==> config.mk <==
export PLATFORM = sky130hd
export DESIGN_NAME = image_binarize_adaptive
export DESIGN_NICKNAME = d
export VERILOG_FILES = /design/src/rtl/image_binarize_adaptive_pkg.sv /design/src/rtl/image_binarize_adaptive_seq_udiv.sv /design/src/rtl/image_binarize_adaptive.sv
export SDC_FILE = /design/constraint.sdc
export NUM_CORES = 1
export LEC_CHECK = 0
export ABC_AREA = 1
export BUFFER_PORTS_ARGS = -buffer_cell sky130_fd_sc_hd__buf_2
export CORE_UTILIZATION = 30
export DETAILED_ROUTE_END_ITERATION = 10
export GPL_TIMING_DRIVEN = 0
export SYNTH_ARGS = -nofsm -noshare
export SYNTH_HDL_FRONTEND = slang
export SYNTH_SLANG_ARGS = --single-unit
==> constraint.sdc <==
create_clock -name clk_Image_Process -period 7 [get_ports clk_Image_Process]
set_clock_uncertainty 0.1 [all_clocks]
set_input_delay 0.35 -clock clk_Image_Process [delete_from_list [all_inputs] [get_ports clk_Image_Process]]
set_output_delay 0.35 -clock clk_Image_Process [all_outputs]
set_load 0.01 [all_outputs]
==> src/rtl/image_binarize_adaptive_pkg.sv <==
// ============================================================================
// img_pkg : shared encodings for the adaptive gray/binarize front end
// Rev 1.0 : initial release
// ============================================================================
`default_nettype none

package img_pkg;

  localparam logic [1:0] MODE_GRAY  = 2'd0;
  localparam logic [1:0] MODE_FIX   = 2'd1;
  localparam logic [1:0] MODE_ADAPT = 2'd2;

  // BT.601 luma weights normalised to 2**8 and 2**10
  localparam int BT601_S8_R  = 77;
  localparam int BT601_S8_G  = 150;
  localparam int BT601_S8_B  = 29;
  localparam int BT601_S10_R = 306;
  localparam int BT601_S10_G = 601;
  localparam int BT601_S10_B = 117;

  typedef enum logic [1:0] {
    IDLE  = 2'd0,
    DIV   = 2'd1,
    CLAMP = 2'd2
  } state_e;

endpackage

`default_nettype wire

==> src/rtl/image_binarize_adaptive_seq_udiv.sv <==
// ============================================================================
// seq_udiv : restoring unsigned divider, one quotient bit per cycle
// Rev 1.0 : initial release
// ============================================================================
`default_nettype none

module seq_udiv #(
  parameter int W = 32
) (
  input  logic         clk,
  input  logic         rst_n,
  input  logic         start,
  input  logic [W-1:0] dividend,
  input  logic [W-1:0] divisor,
  output logic         busy,
  output logic         done,
  output logic [W-1:0] quotient
);

  localparam int CW = $clog2(W + 1);

  logic [W-1:0]  dvd_q, dvd_d;
  logic [W-1:0]  dvs_q, dvs_d;
  logic [W-1:0]  rem_q, rem_d;
  logic [CW-1:0] cnt_q, cnt_d;
  logic          busy_q, busy_d;
  logic          done_q, done_d;
  logic [W:0]    w_rem_sh;
  logic [W:0]    w_diff;
  logic          w_ge;
  logic          w_unused;

  // dvd_q shifts the dividend out at the top while quotient bits enter at the bottom
  always_comb begin
    dvd_d    = dvd_q;
    dvs_d    = dvs_q;
    rem_d    = rem_q;
    cnt_d    = cnt_q;
    busy_d   = busy_q;
    done_d   = 1'b0;
    w_rem_sh = {rem_q, dvd_q[W-1]};
    w_diff   = w_rem_sh - {1'b0, dvs_q};
    w_ge     = (w_rem_sh >= {1'b0, dvs_q});
    if (busy_q) begin
      rem_d = w_ge ? w_diff[W-1:0] : w_rem_sh[W-1:0];
      dvd_d = {dvd_q[W-2:0], w_ge};
      cnt_d = cnt_q - CW'(1);
      if (cnt_q == CW'(1)) begin
        busy_d = 1'b0;
        done_d = 1'b1;
      end
    end else if (start) begin
      dvd_d  = dividend;
      dvs_d  = divisor;
      rem_d  = '0;
      cnt_d  = CW'(W);
      busy_d = 1'b1;
    end
  end

  always_ff @(posedge clk or negedge rst_n) begin
    if (!rst_n) begin
      dvd_q  <= '0;
      dvs_q  <= '0;
      rem_q  <= '0;
      cnt_q  <= '0;
      busy_q <= 1'b0;
      done_q <= 1'b0;
    end else begin
      dvd_q  <= dvd_d;
      dvs_q  <= dvs_d;
      rem_q  <= rem_d;
      cnt_q  <= cnt_d;
      busy_q <= busy_d;
      done_q <= done_d;
    end
  end

  assign w_unused = w_diff[W];
  assign busy     = busy_q;
  assign done     = done_q;
  assign quotient = dvd_q;

endmodule

`default_nettype wire

==> src/rtl/image_binarize_adaptive.sv <==
// ============================================================================
// image_binarize_adaptive : 3-stage RGB->gray with gray/fixed/adaptive binarize
// Rev 1.0 : initial release
// ============================================================================
`default_nettype none

module image_binarize_adaptive
  import img_pkg::*;
#(
  parameter int CH_W       = 8,
  parameter int X_W        = 11,
  parameter int Y_W        = 10,
  parameter int COEF_R     = BT601_S8_R,
  parameter int COEF_G     = BT601_S8_G,
  parameter int COEF_B     = BT601_S8_B,
  parameter int GRAY_SHIFT = 8,
  parameter int FIX_THRESH = 40,
  parameter int THR_MIN    = 16,
  parameter int THR_MAX    = 240,
  parameter int ACC_W      = 32,
  parameter int VS_POL     = 1
) (
  input  logic                   clk_Image_Process,
  input  logic                   Rst,
  input  logic [1:0]             Mode,
  input  logic                   Invert,
  input  logic signed [CH_W:0]   Thr_Offset,
  input  logic [3*CH_W-1:0]      RGB_Data_Src,
  input  logic                   RGB_HSync_Src,
  input  logic                   RGB_VSync_Src,
  input  logic                   RGB_VDE_Src,
  input  logic [X_W-1:0]         RGB_x_Src,
  input  logic [Y_W-1:0]         RGB_y_Src,
  output logic [3*CH_W-1:0]      RGB_Data,
  output logic                   RGB_HSync,
  output logic                   RGB_VSync,
  output logic                   RGB_VDE,
  output logic [X_W-1:0]         RGB_x,
  output logic [Y_W-1:0]         RGB_y,
  output logic [CH_W-1:0]        Thresh_Cur,
  output logic                   Acc_Sat
);

  localparam int  PW      = CH_W + GRAY_SHIFT + 1;
  localparam int  SW      = PW + 2;
  localparam int  TW      = CH_W + 2;
  localparam int  SBW     = X_W + Y_W + 3;
  localparam int  VDE_BIT = X_W + Y_W;
  localparam int  VS_BIT  = X_W + Y_W + 1;
  localparam int  HS_BIT  = X_W + Y_W + 2;
  localparam logic VS_ACT = (VS_POL != 0);
  localparam logic [SBW-1:0]  SB_RST  = {1'b0, ~VS_ACT, {(SBW-2){1'b0}}};
  localparam logic [CH_W-1:0] THR_FIX = CH_W'(FIX_THRESH);

  logic [PW-1:0]         prod_r_q, prod_r_d, prod_g_q, prod_g_d, prod_b_q, prod_b_d;
  logic [SBW-1:0]        sb1_q, sb1_d, sb2_q, sb2_d, sb3_q, sb3_d;
  logic [CH_W-1:0]       gray_q, gray_d;
  logic [3*CH_W-1:0]     data_q, data_d;
  logic [1:0]            mode_q, mode_d;
  logic                  inv_q, inv_d;
  logic signed [CH_W:0]  ofs_q, ofs_d;
  logic [CH_W-1:0]       thr_cur_q, thr_cur_d, thr_next_q, thr_next_d;
  logic [ACC_W-1:0]      sum_q, sum_d, cnt_q, cnt_d;
  logic                  sat_frame_q, sat_frame_d, acc_sat_q, acc_sat_d;
  state_e                state_q, state_d;

  logic [SW-1:0]         w_sum;
  logic [ACC_W:0]        w_sum_inc, w_cnt_inc;
  logic                  w_sat, w_bin, w_frame_start, w_frame_end;
  logic                  w_div_start, w_div_busy, w_div_done;
  logic [ACC_W-1:0]      w_div_q;
  logic [CH_W-1:0]       w_mean, w_thr_clamp;
  logic signed [TW-1:0]  w_t;
  logic                  w_unused;

  seq_udiv #(.W(ACC_W)) u_div (
    .clk      (clk_Image_Process),
    .rst_n    (Rst),
    .start    (w_div_start),
    .dividend (sum_q),
    .divisor  (cnt_q),
    .busy     (w_div_busy),
    .done     (w_div_done),
    .quotient (w_div_q)
  );

  assign w_sum     = SW'(prod_r_q) + SW'(prod_g_q) + SW'(prod_b_q);
  assign w_sum_inc = {1'b0, sum_q} + (ACC_W+1)'(gray_q);
  assign w_cnt_inc = {1'b0, cnt_q} + (ACC_W+1)'(1);
  assign w_sat     = sb2_q[VDE_BIT] & (w_sum_inc[ACC_W] | w_cnt_inc[ACC_W]);
  assign w_bin     = (gray_q > thr_cur_q) ^ inv_q;
  // Frame edges are taken at S2 so the statistics window matches the pixels counted
  assign w_frame_start = (sb2_q[VS_BIT] == VS_ACT) && (sb3_q[VS_BIT] != VS_ACT);
  assign w_frame_end   = (sb2_q[VS_BIT] != VS_ACT) && (sb3_q[VS_BIT] == VS_ACT);
  assign w_mean    = (|w_div_q[ACC_W-1:CH_W]) ? {CH_W{1'b1}} : w_div_q[CH_W-1:0];
  assign w_t       = $signed({2'b00, w_mean}) + $signed({ofs_q[CH_W], ofs_q});

  always_comb begin
    w_thr_clamp = w_t[CH_W-1:0];
    if (w_t < $signed(TW'(THR_MIN)))      w_thr_clamp = CH_W'(THR_MIN);
    else if (w_t > $signed(TW'(THR_MAX))) w_thr_clamp = CH_W'(THR_MAX);
  end

  always_comb begin
    prod_r_d    = PW'(RGB_Data_Src[3*CH_W-1 -: CH_W]) * PW'(COEF_R);
    prod_g_d    = PW'(RGB_Data_Src[2*CH_W-1 -: CH_W]) * PW'(COEF_G);
    prod_b_d    = PW'(RGB_Data_Src[CH_W-1:0]) * PW'(COEF_B);
    sb1_d       = {RGB_HSync_Src, RGB_VSync_Src, RGB_VDE_Src, RGB_x_Src, RGB_y_Src};
    gray_d      = w_sum[GRAY_SHIFT +: CH_W];
    sb2_d       = sb1_q;
    sb3_d       = sb2_q;
    data_d      = '0;
    mode_d      = mode_q;
    inv_d       = inv_q;
    ofs_d       = ofs_q;
    thr_cur_d   = thr_cur_q;
    thr_next_d  = thr_next_q;
    sum_d       = sum_q;
    cnt_d       = cnt_q;
    sat_frame_d = sat_frame_q;
    acc_sat_d   = acc_sat_q;
    state_d     = state_q;
    w_div_start = 1'b0;

    if (sb2_q[VDE_BIT]) begin
      data_d = (mode_q == MODE_GRAY) ? {3{gray_q}} : {(3*CH_W){w_bin}};
      sum_d  = w_sum_inc[ACC_W] ? {ACC_W{1'b1}} : w_sum_inc[ACC_W-1:0];
      cnt_d  = w_cnt_inc[ACC_W] ? {ACC_W{1'b1}} : w_cnt_inc[ACC_W-1:0];
    end
    sat_frame_d = sat_frame_q | w_sat;
    acc_sat_d   = acc_sat_q | w_sat;

    if (w_frame_start) begin
      mode_d = Mode;
      inv_d  = Invert;
      ofs_d  = Thr_Offset;
      if (Mode != MODE_ADAPT)  thr_cur_d = THR_FIX;
      else if (state_q == IDLE) thr_cur_d = thr_next_q;
    end

    if (w_frame_end) begin
      sum_d       = '0;
      cnt_d       = '0;
      sat_frame_d = 1'b0;
      acc_sat_d   = sat_frame_q | w_sat;
    end

    unique case (state_q)
      IDLE: begin
        if (w_frame_end && (cnt_q != '0)) begin
          w_div_start = 1'b1;
          state_d     = DIV;
        end
      end
      DIV:     if (w_div_done) state_d = CLAMP;
      CLAMP: begin
        thr_next_d = w_thr_clamp;
        state_d    = IDLE;
      end
      default: state_d = IDLE;
    endcase
  end

  always_ff @(posedge clk_Image_Process or negedge Rst) begin
    if (!Rst) begin
      prod_r_q    <= '0;
      prod_g_q    <= '0;
      prod_b_q    <= '0;
      sb1_q       <= SB_RST;
      sb2_q       <= SB_RST;
      sb3_q       <= SB_RST;
      gray_q      <= '0;
      data_q      <= '0;
      mode_q      <= MODE_GRAY;
      inv_q       <= 1'b0;
      ofs_q       <= '0;
      thr_cur_q   <= THR_FIX;
      thr_next_q  <= THR_FIX;
      sum_q       <= '0;
      cnt_q       <= '0;
      sat_frame_q <= 1'b0;
      acc_sat_q   <= 1'b0;
      state_q     <= IDLE;
    end else begin
      prod_r_q    <= prod_r_d;
      prod_g_q    <= prod_g_d;
      prod_b_q    <= prod_b_d;
      sb1_q       <= sb1_d;
      sb2_q       <= sb2_d;
      sb3_q       <= sb3_d;
      gray_q      <= gray_d;
      data_q      <= data_d;
      mode_q      <= mode_d;
      inv_q       <= inv_d;
      ofs_q       <= ofs_d;
      thr_cur_q   <= thr_cur_d;
      thr_next_q  <= thr_next_d;
      sum_q       <= sum_d;
      cnt_q       <= cnt_d;
      sat_frame_q <= sat_frame_d;
      acc_sat_q   <= acc_sat_d;
      state_q     <= state_d;
    end
  end

  assign w_unused   = ^{w_sum[GRAY_SHIFT-1:0], w_sum[SW-1:GRAY_SHIFT+CH_W], w_div_busy};
  assign RGB_Data   = data_q;
  assign RGB_HSync  = sb3_q[HS_BIT];
  assign RGB_VSync  = sb3_q[VS_BIT];
  assign RGB_VDE    = sb3_q[VDE_BIT];
  assign RGB_x      = sb3_q[Y_W +: X_W];
  assign RGB_y      = sb3_q[Y_W-1:0];
  assign Thresh_Cur = thr_cur_q;
  assign Acc_Sat    = acc_sat_q;

endmodule

`default_nettype wire

---- After elaboration in Yosys (flattened, before gate mapping) ----
Cells that the tools add are included.
operators by class
  add/subtract/negate cells ............... 7
  $mul .................................... 3
  magnitude comparators ................... 4
  equal/unequal tests ..................... 6
  muxes and demuxes ....................... 32
  bitwise operators ....................... 8
  reduce and logical (&&, ||, !) cells .... 13
operator list
  cell                     count
  $mux W32                 11
  $mux W24                 2
  $mux W8                  5
  $add A32 B1 Y33 const B  1
  $add A32 B8 Y33          1
  $ge A33 B32 Y1           1
  $reduce_bool A32 Y1      1
  $sub A32 B32 Y32         1
  $mul A8 B7 Y15 const B   2
  $reduce_or A24 Y1        1
  $add A15 B16 Y16         1
  $add A16 B13 Y16         1
  $mul A8 B5 Y13 const B   1
  $mux W6                  2
  $add A9 B9 Y10           1
  $gt A10 B9 Y1 const B    1
  $lt A10 B6 Y1 const B    1
  $mux W1                  9
  $gt A8 B8 Y1             1
  $eq A6 B1 Y1 const B     1
  $reduce_and A2 Y1        3
  $reduce_bool A2 Y1       3
  $sub A6 B1 Y6 const B    1
  $logic_not A2 Y1         2
  11 further kinds         19
word-level totals
  register bits after elaboration ......... 347
  output and inout port bits .............. 57

---- Depth between registers and ports, before layout ----
Gate-level depths: netlist (run 1).
  word-level depth ........................ 7
  depth in mapped cells ................... 21

---- Modules after synthesis ----
A second synthesis (run 1) with hierarchy kept.
second synthesis, totals
  cell total of the unflattened synthesis .. 2673
  area total of the unflattened synthesis .. 21350.5 um^2
modules (own cells, without submodules)
  module                   times used  cells an instance  area each (um^2)
  image_binarize_adaptive  1           1598               14094.8
  seq_udiv                 1           1075               7255.7

---- Worst setup path after synthesis (run 1) ----
No wires, ideal clock.
  path kind ............................... input port to flip-flop
  from .................................... input RGB_Data_Src[20]
  to ...................................... register prod_r_q[14]
  library setup time ...................... 118 ps
  arrival time ............................ 3154 ps
  required time ........................... 6782 ps
  path slack .............................. 3628 ps
  stages .................................. 13
  path buffers ............................ 0
  cell sequence ........................... ha_1 ha_1 inv_1 fa_1 fa_1 inv_1 ha_1 a21oi_1 o21ai_0 a21o_1 a21boi_0 o21bai_1 a21o_1
on the way
  longest elaborated chain between the ends .. 1
ends and longest elaborated chain
  item                    RTL line                        RTL
  start, declared         image_binarize_adaptive.sv:28   input logic [3*CH_W-1:0] RGB_Data_Src,
  $mul A8 B7 Y15          image_binarize_adaptive.sv:105  prod_r_d = PW'(RGB_Data_Src[3*CH_W-1 -: CH_W]) * PW'(COEF_R);
  named net prod_r_d[14]  image_binarize_adaptive.sv:55   logic [PW-1:0] prod_r_q, prod_r_d, prod_g_q, prod_g_d, prod_b_q, prod_b_d;
  end signal, assigned    image_binarize_adaptive.sv:185  prod_r_q <= prod_r_d;
  end, declared           image_binarize_adaptive.sv:55
The timed path passes the listed nets, and every way through them passes these cells.
A chain may end at the register's enable or synchronous reset.

---- Worst setup path in the final report (run 1) ----
  from .................................... register u_div.dvd_q[21] (netlist: u_div.quotient[21])
  to ...................................... register thr_next_q[4]
on the way
  longest elaborated chain between the ends .. 6
ends and longest elaborated chain
  item                    RTL line                                RTL
  start, declared         image_binarize_adaptive_seq_udiv.sv:22  logic [W-1:0] dvd_q, dvd_d;
  start signal, assigned  image_binarize_adaptive_seq_udiv.sv:70  dvd_q <= dvd_d;
  $reduce_or A24 Y1 (*)   image_binarize_adaptive.sv:95           assign w_mean = (|w_div_q[ACC_W-1:CH_W]) ? {CH_W{1'b1}} : w_div_q[CH_W-1:0];
  $mux W8 (*)             image_binarize_adaptive.sv:95
  $add A9 B9 Y10 (*)      image_binarize_adaptive.sv:96           assign w_t = $signed({2'b00, w_mean}) + $signed({ofs_q[CH_W], ofs_q});
  $gt A10 B9 Y1           image_binarize_adaptive.sv:101          else if (w_t > $signed(TW'(THR_MAX))) w_thr_clamp = CH_W'(THR_MAX);
  $mux W8                 image_binarize_adaptive.sv:101
  $mux W8 (*)             image_binarize_adaptive.sv:100          if (w_t < $signed(TW'(THR_MIN))) w_thr_clamp = CH_W'(THR_MIN);
  end signal, assigned    image_binarize_adaptive.sv:197          thr_next_q <= thr_next_d;
  end, declared           image_binarize_adaptive.sv:62           logic [CH_W-1:0] thr_cur_q, thr_cur_d, thr_next_q, thr_next_d;
Every way passes the cells marked *; elsewhere a longest branch is shown, timed or not.

==> results.tsv, run 1 <==
metric	value	unit
route.detailed.drc	0	
power_density	392.6	nW/um2
seq_area_frac_synth	0.3953	
yosys_warnings	0	
fin_crit	3705	ps
max_freq	0.2699	GHz
pwr-share-comb	0.494	
status	finished, final reports clean	
rsz0062_at_grt	no	
stdcell_area	24650	um2
placed_area	22810	um2
cts_root_buf	clkbuf_16	
drive_gt1_frac	0.09725	
start_util	0.3046	
routedWlPerCell	14.15	um
finalHoldViolCount	0	
cts_max_level	2	
cts_setup_buffers	0	
synth-seq-cells	331	
hp-start	RGB_Data_Src[15]	
grt_max_degree	97	
syn_avg_cell_area	7.846	um2
pin_count	119	
ant_nets	0	
routed_wl	54340	um
maxCapViolations	0	
multi_input_area	10830	um2
hpwl	42120	um
nets	3157	
finalSetupViolations	0	
antennaDiodeCount	0	
die_w	266.4	um
postCtsResizedCells	0	
tightestPinTransition	839.4	ps
switching_share	0.4256	
period_share	0.5293	
clk_pin_slew	60	ps
fp.coreArea	68830	um2
critPathLaunchType	flip-flop	
via_count	17460	
io_buffers	118	
hold_class	in -> reg	
routabilityCongestion	0.9281	
die_h	266.4	um
yosysTopAreaCellShare	0.3903	
layout.cells.most_common	nand2_1	
max_slew_margin	0.4352	
n_fill_cell	7233	
cp-startpoint	u_div.quotient[21]	
end_kind	flip-flop	
p_sw	4119	uW
p_leak	0.01264	uW
ys_types	50	
grt.overflow.total	0	
cts_sinks	331	
rows	96	
drt_iter0_markers	1152	
syn-num-nets	2948	
grt_pass1_vias	17060	
ir_worst_vdd	243.5	uV
yosys.area.top_type	dfrtp_1	
seq_power_share	0.282	
synthTopCellsByArea	dfrtp_1 39%, nand2_1 15%, ha_1 10%	
regToRegStartpoint	u_div.quotient[21]	
path_max_fanout	8	
p_int	5558	uW
clk_path_buf_depth	3	
mostFrequentLayoutCells	836 x nand2_1, 379 x inv_1, 327 x dfrtp_1	
slew_violations	0	
grt_pass1_wl	88870	um
areaGrowthSynthToFinish	17.57	%
synthCells	2672	
p_clk_frac	0.223	
track_usage	0.1560	
path_class	reg -> reg	
ff_latch_area	8288	um2
cp.arrival	4050	ps
antenna_found_initial	1	
timing.hold.ws	97.88	ps
cts_tree	yes	
vias_per_cell	4.546	
first_pass_iters	6	
cts_made_buffers	41	
clk_latency	570	ps
synthesis.area	20970	um2
die-area	70950	um2
required	7340	ps
synth_stat cells, drive strengths merged:
master / n
a21boi: 4
a21o: 16
a21oi: 96
a31oi: 1
and2: 2
and3: 1
buf: 52
clkbuf: 16
clkinv: 1
dfrtp: 327
dfstp: 4
fa: 41
ha: 173
inv: 384
mux2: 9
nand2: 841
nand3: 192
nand3b: 34
nand4: 28
nor2: 149
nor3: 38
nor3b: 1
nor4: 17
nor4b: 1
o2111ai: 3
o211ai: 1
o21a: 2
o21ai: 135
o21bai: 6
o22ai: 2
o31ai: 2
or2: 12
or3: 2
or4: 1
xnor2: 28
xor2: 50
kinds of logic (layout without fill, tap and decap cells):
kind of cell	count (synthesis)	in the layout	share of synthesized area
xor+xnor	78	78	0.03259
flops	331	331	0.3953
fa+ha+maj	214	214	0.1424
simple gates	1319	1319	0.2675
mux	9	9	0.004834
compound gates	268	268	0.06911
buf+inv	453	691	0.08821
critical path: stages, from the launching register on:
cell and delay [ps]:
dfrtp_1 390, nor4_1 430, nand2_1 90, nor3_1 380, nand2_1 280, or2_2 350
ha_1 400, nand2_1 80, nand2_1 90, inv_1 60, nand2_1 70, nand2_1 70
nand2_1 60, nand2_1 80, nand2_1 110, nand3b_1 110, nand2_1 60, nor2_1 280
a21oi_1 110
flip-flops by register name, summed over array words and instances (netlist names):
signal,cells
Acc_Sat,1
RGB_Data,8
Thresh_Cur,8
cnt_q,32
gray_q,8
inv_q,1
mode_q,2
ofs_q,9
prod_b_q,13
prod_g_q,15
prod_r_q,15
sat_frame_q,1
sb1_q,24
sb2_q,24
sb3_q,24
state_q,2
sum_q,32
thr_next_q,8
u_div.busy,1
u_div.cnt_q,6
u_div.done,1
u_div.dvs_q,32
u_div.quotient,32
u_div.rem_q,32
cell type report:
type                       count  area share
buffer                        68     0.01640
clock buffer                  52     0.04579
clock inverter                20     0.01041
inverter                     385     0.05863
multi-input combinational   1888      0.4393
sequential                   331      0.3362
tap                          931     0.04726
timing repair buffer         166     0.04599
path summary, 6_finish.rpt:
path                       depth (start not counted)         endpoint  slack [ps]
setup reg to reg                                  18    thr_next_q[4]        3290
setup / recovery                                  18    thr_next_q[4]        3290
min in group asynchronous                          2  u_div.rem_q[10]         240
hold reg to reg                                    0        sb2_q[22]         230
hold / removal                                     3     prod_g_q[15]         100
max in group asynchronous                          4    Thresh_Cur[3]        5280
per-layer routing:
metal,wire (um),global-route usage,vias up
li1,-,-,8929
met2,24300,0.2498,360
met3,2779,0.02680,72
met5,0,0,-
met4,1477,0.05064,0
met1,25780,0.2127,8100
power by group through the flow:
stage                     registers, uW  logic, uW  clock network [uW]
after global routing               2790       5490                2310
after CTS                          2740       4790                2240
after global placement             2770       4690                   0
final                              2730       4780                2160
after floorplan                    2650       3650                   0
after detailed placement           2770       4740                   0
metrics by stage:
step / std cells / power, uW / setup WS [ps] / utilization / TNS [ps]
final: 3841 / 9678 / 3295 / 0.3581 / 0
after floorplan: 2672 / 6299 / 3628 / - / 0
after detailed placement: 3724 / 7512 / 3236 / 0.3315 / 0
after global routing: 3841 / 10580 / 2949 / 0.3581 / 0
after global placement: 3721 / 7456 / -1111 / 0.3301 / -346390
after CTS: 3841 / 9766 / 3388 / 0.3581 / 0
what timing repair did:
item	4_1_cts	5_1_grt
hold endpoints to repair	112	0
setup endpoints to repair	0	0
hold buffers	45	0
Power figures use the tool's default switching activity.
==> run 2, diff against run 1 <==
==> constraint.sdc (replaced) <==
create_clock -name clk_Image_Process -period 3.43 [get_ports clk_Image_Process]
set_clock_uncertainty 0.1 [all_clocks]
set_input_delay 0.1715 -clock clk_Image_Process [delete_from_list [all_inputs] [get_ports clk_Image_Process]]
set_output_delay 0.1715 -clock clk_Image_Process [all_outputs]
set_load 0.01 [all_outputs]
==> run 2 against run 1 <==
Sequential cell count did not move. Combinational power rose by 110%. Critical path depth fell by 3. Clock power rose by 100%. Non-clock buffer count rose by 6. Utilization rose by 0.29 points. Wire length rose by 0.37%. Via count rose by 1.0%. Setup slack got worse by 3100 ps. Largest cell class unchanged. Highest routed layer unchanged.
==> results.tsv, run 2 (synthesis results as in run 1) <==
metric	value	unit	change
clk_path_buf_depth	3		unchanged
tightestPinTransition	843.2	ps	was 839.4 ps
die-area	70950	um2	unchanged
slew_violations	0		unchanged
grt.overflow.total	0		unchanged
start_util	0.3046		unchanged
rsz0062_at_grt	yes		was no
timing.hold.ws	46.09	ps	was 97.88 ps
first_pass_iters	6		unchanged
p_leak	0.01268	uW	was 0.01264 uW
path_class	in -> reg		was reg -> reg
cts_made_buffers	41		unchanged
grt_max_degree	97		unchanged
end_kind	flip-flop		unchanged
antenna_found_initial	1		unchanged
fin_cells	3847		was 3,841
io_buffers	118		unchanged
finalHoldViolCount	0		unchanged
max_freq	0.3078	GHz	
required	3770	ps	was 7340 ps
status	finished, final reports clean		unchanged
grt_pass1_vias	17070		was 17,060
drt_iter0_markers	1195		was 1,152
finalSetupViolations	0		unchanged
route.detailed.drc	0		unchanged
areaGrowthSynthToFinish	18.53	%	was 17.57%
ff_latch_area	8288	um2	unchanged
max_slew_margin	0.4327		was 0.4352
maxCapViolations	0		unchanged
hpwl	42120	um	unchanged
placed_area	22810	um2	unchanged
ant_nets	0		unchanged
multi_input_area	10970	um2	was 10,830 um2
routabilityCongestion	0.9281		unchanged
clk_latency	570	ps	about the same
cts_root_buf	clkbuf_16		unchanged
dp.cells	3724		unchanged
period_share	0.9470		
fin_util	0.3611		was 0.3581
die_w	266.4	um	unchanged
vias_per_cell	4.586		was 4.546
stdcell_area	24850	um2	was 24,650 um2
critPathLaunchType	input port		was flip-flop
n_fill_cell	7203		was 7,233
drive_gt1_frac	0.1056		was 0.09725
via_count	17640		was 17,460
power_density	805.3	nW/um2	was 392.6 nW/um2
ir_worst_vdd	497.0	uV	was 243.5 uV
nets	3163		was 3,157
cts_max_level	2		unchanged
layout.cells.most_common	nand2_1		unchanged
cts_tree	yes		unchanged
cp.arrival	3580	ps	was 4050 ps
fp.coreArea	68830	um2	unchanged
clk_pin_slew	50	ps	was 60 ps
hold_class	in -> reg		unchanged
pin_count	119		unchanged
routedWlPerCell	14.18	um	was 14.15 um
grt_pass1_wl	88890	um	was 88,870 um
antennaDiodeCount	0		unchanged
die_h	266.4	um	unchanged
path_max_fanout	5		was 8
mostFrequentLayoutCells	832 x nand2_1, 378 x inv_1, 327 x dfrtp_1		was 836 x nand2_1, 379 x inv_1, 327 x dfrtp_1
rows	96		unchanged
cts_sinks	331		unchanged
track_usage	0.1560		about the same
fin_crit	3248	ps	
tns	0	ps	unchanged
routed_wl	54540	um	was 54,340 um
[run 2: timing repair]
action                                  in CTS  in global routing
endpoints found under the hold margin      189                  0
hold buffers                                50                  0
pin swaps                                    0                  3
buffers inserted                             0                  1
endpoints found under the setup margin       8                 12
resized for setup                            3                 32
[run 2: worst paths after layout]
kind                                    start         endpoint  slack (ps)  depth (start not counted)
setup reg to reg           u_div.quotient[26]    thr_next_q[7]         180                         18
hold reg to reg                     sb1_q[22]        sb2_q[22]         230                          0
min in group asynchronous                 Rst  u_div.rem_q[10]          60                          2
setup / recovery             RGB_Data_Src[19]     prod_r_q[14]         180                         15
max in group asynchronous                 Rst    Thresh_Cur[3]        1890                          4
hold / removal               RGB_Data_Src[14]     prod_g_q[14]          50                          4
[run 2: layout make-up]
cell class,instances,share of cell area
multi-input cells,1888,0.4415
inverters,385,0.05815
clock buffers,52,0.04542
repair buffers,172,0.04793
well taps,931,0.04688
clock inverters,20,0.01032
plain buffers,68,0.01626
flip-flops and latches,331,0.3335
[run 2: report_power, final]
group	internal (uW)	switching (uW)	leakage [uW]
sequential	4850	742	0.00417
clock	2650	1770	0.000677
combinational	3980	6020	0.00783
total	11500	8530	0.0127
[run 2: per-stage QoR]
stage	worst slack, ps	power [uW]
final	181.7	20010
after CTS	42.25	19960
after detailed placement	-203.5	15330
after global placement	-4502	15220
after global routing	-40.14	21860
after floorplan	236.5	12850
[run 2: critical path, stage by stage]
cell,delay [ps]
dlygate4sd3_1,530
buf_2,160
ha_1,300
ha_1,170
inv_1,70
fa_1,440
fa_1,510
inv_1,40
ha_2,310
a21oi_1,150
o21ai_0,90
a21o_1,200
a21boi_2,160
o21bai_1,80
a21o_1,200
[run 2: layer usage]
layer	routed length, um	global-route usage	vias up
met4	1501	0.05064	0
met3	2990	0.02652	72
li1	-	-	8939
met1	25600	0.2130	8242
met2	24450	0.2497	389
met5	0	0	-
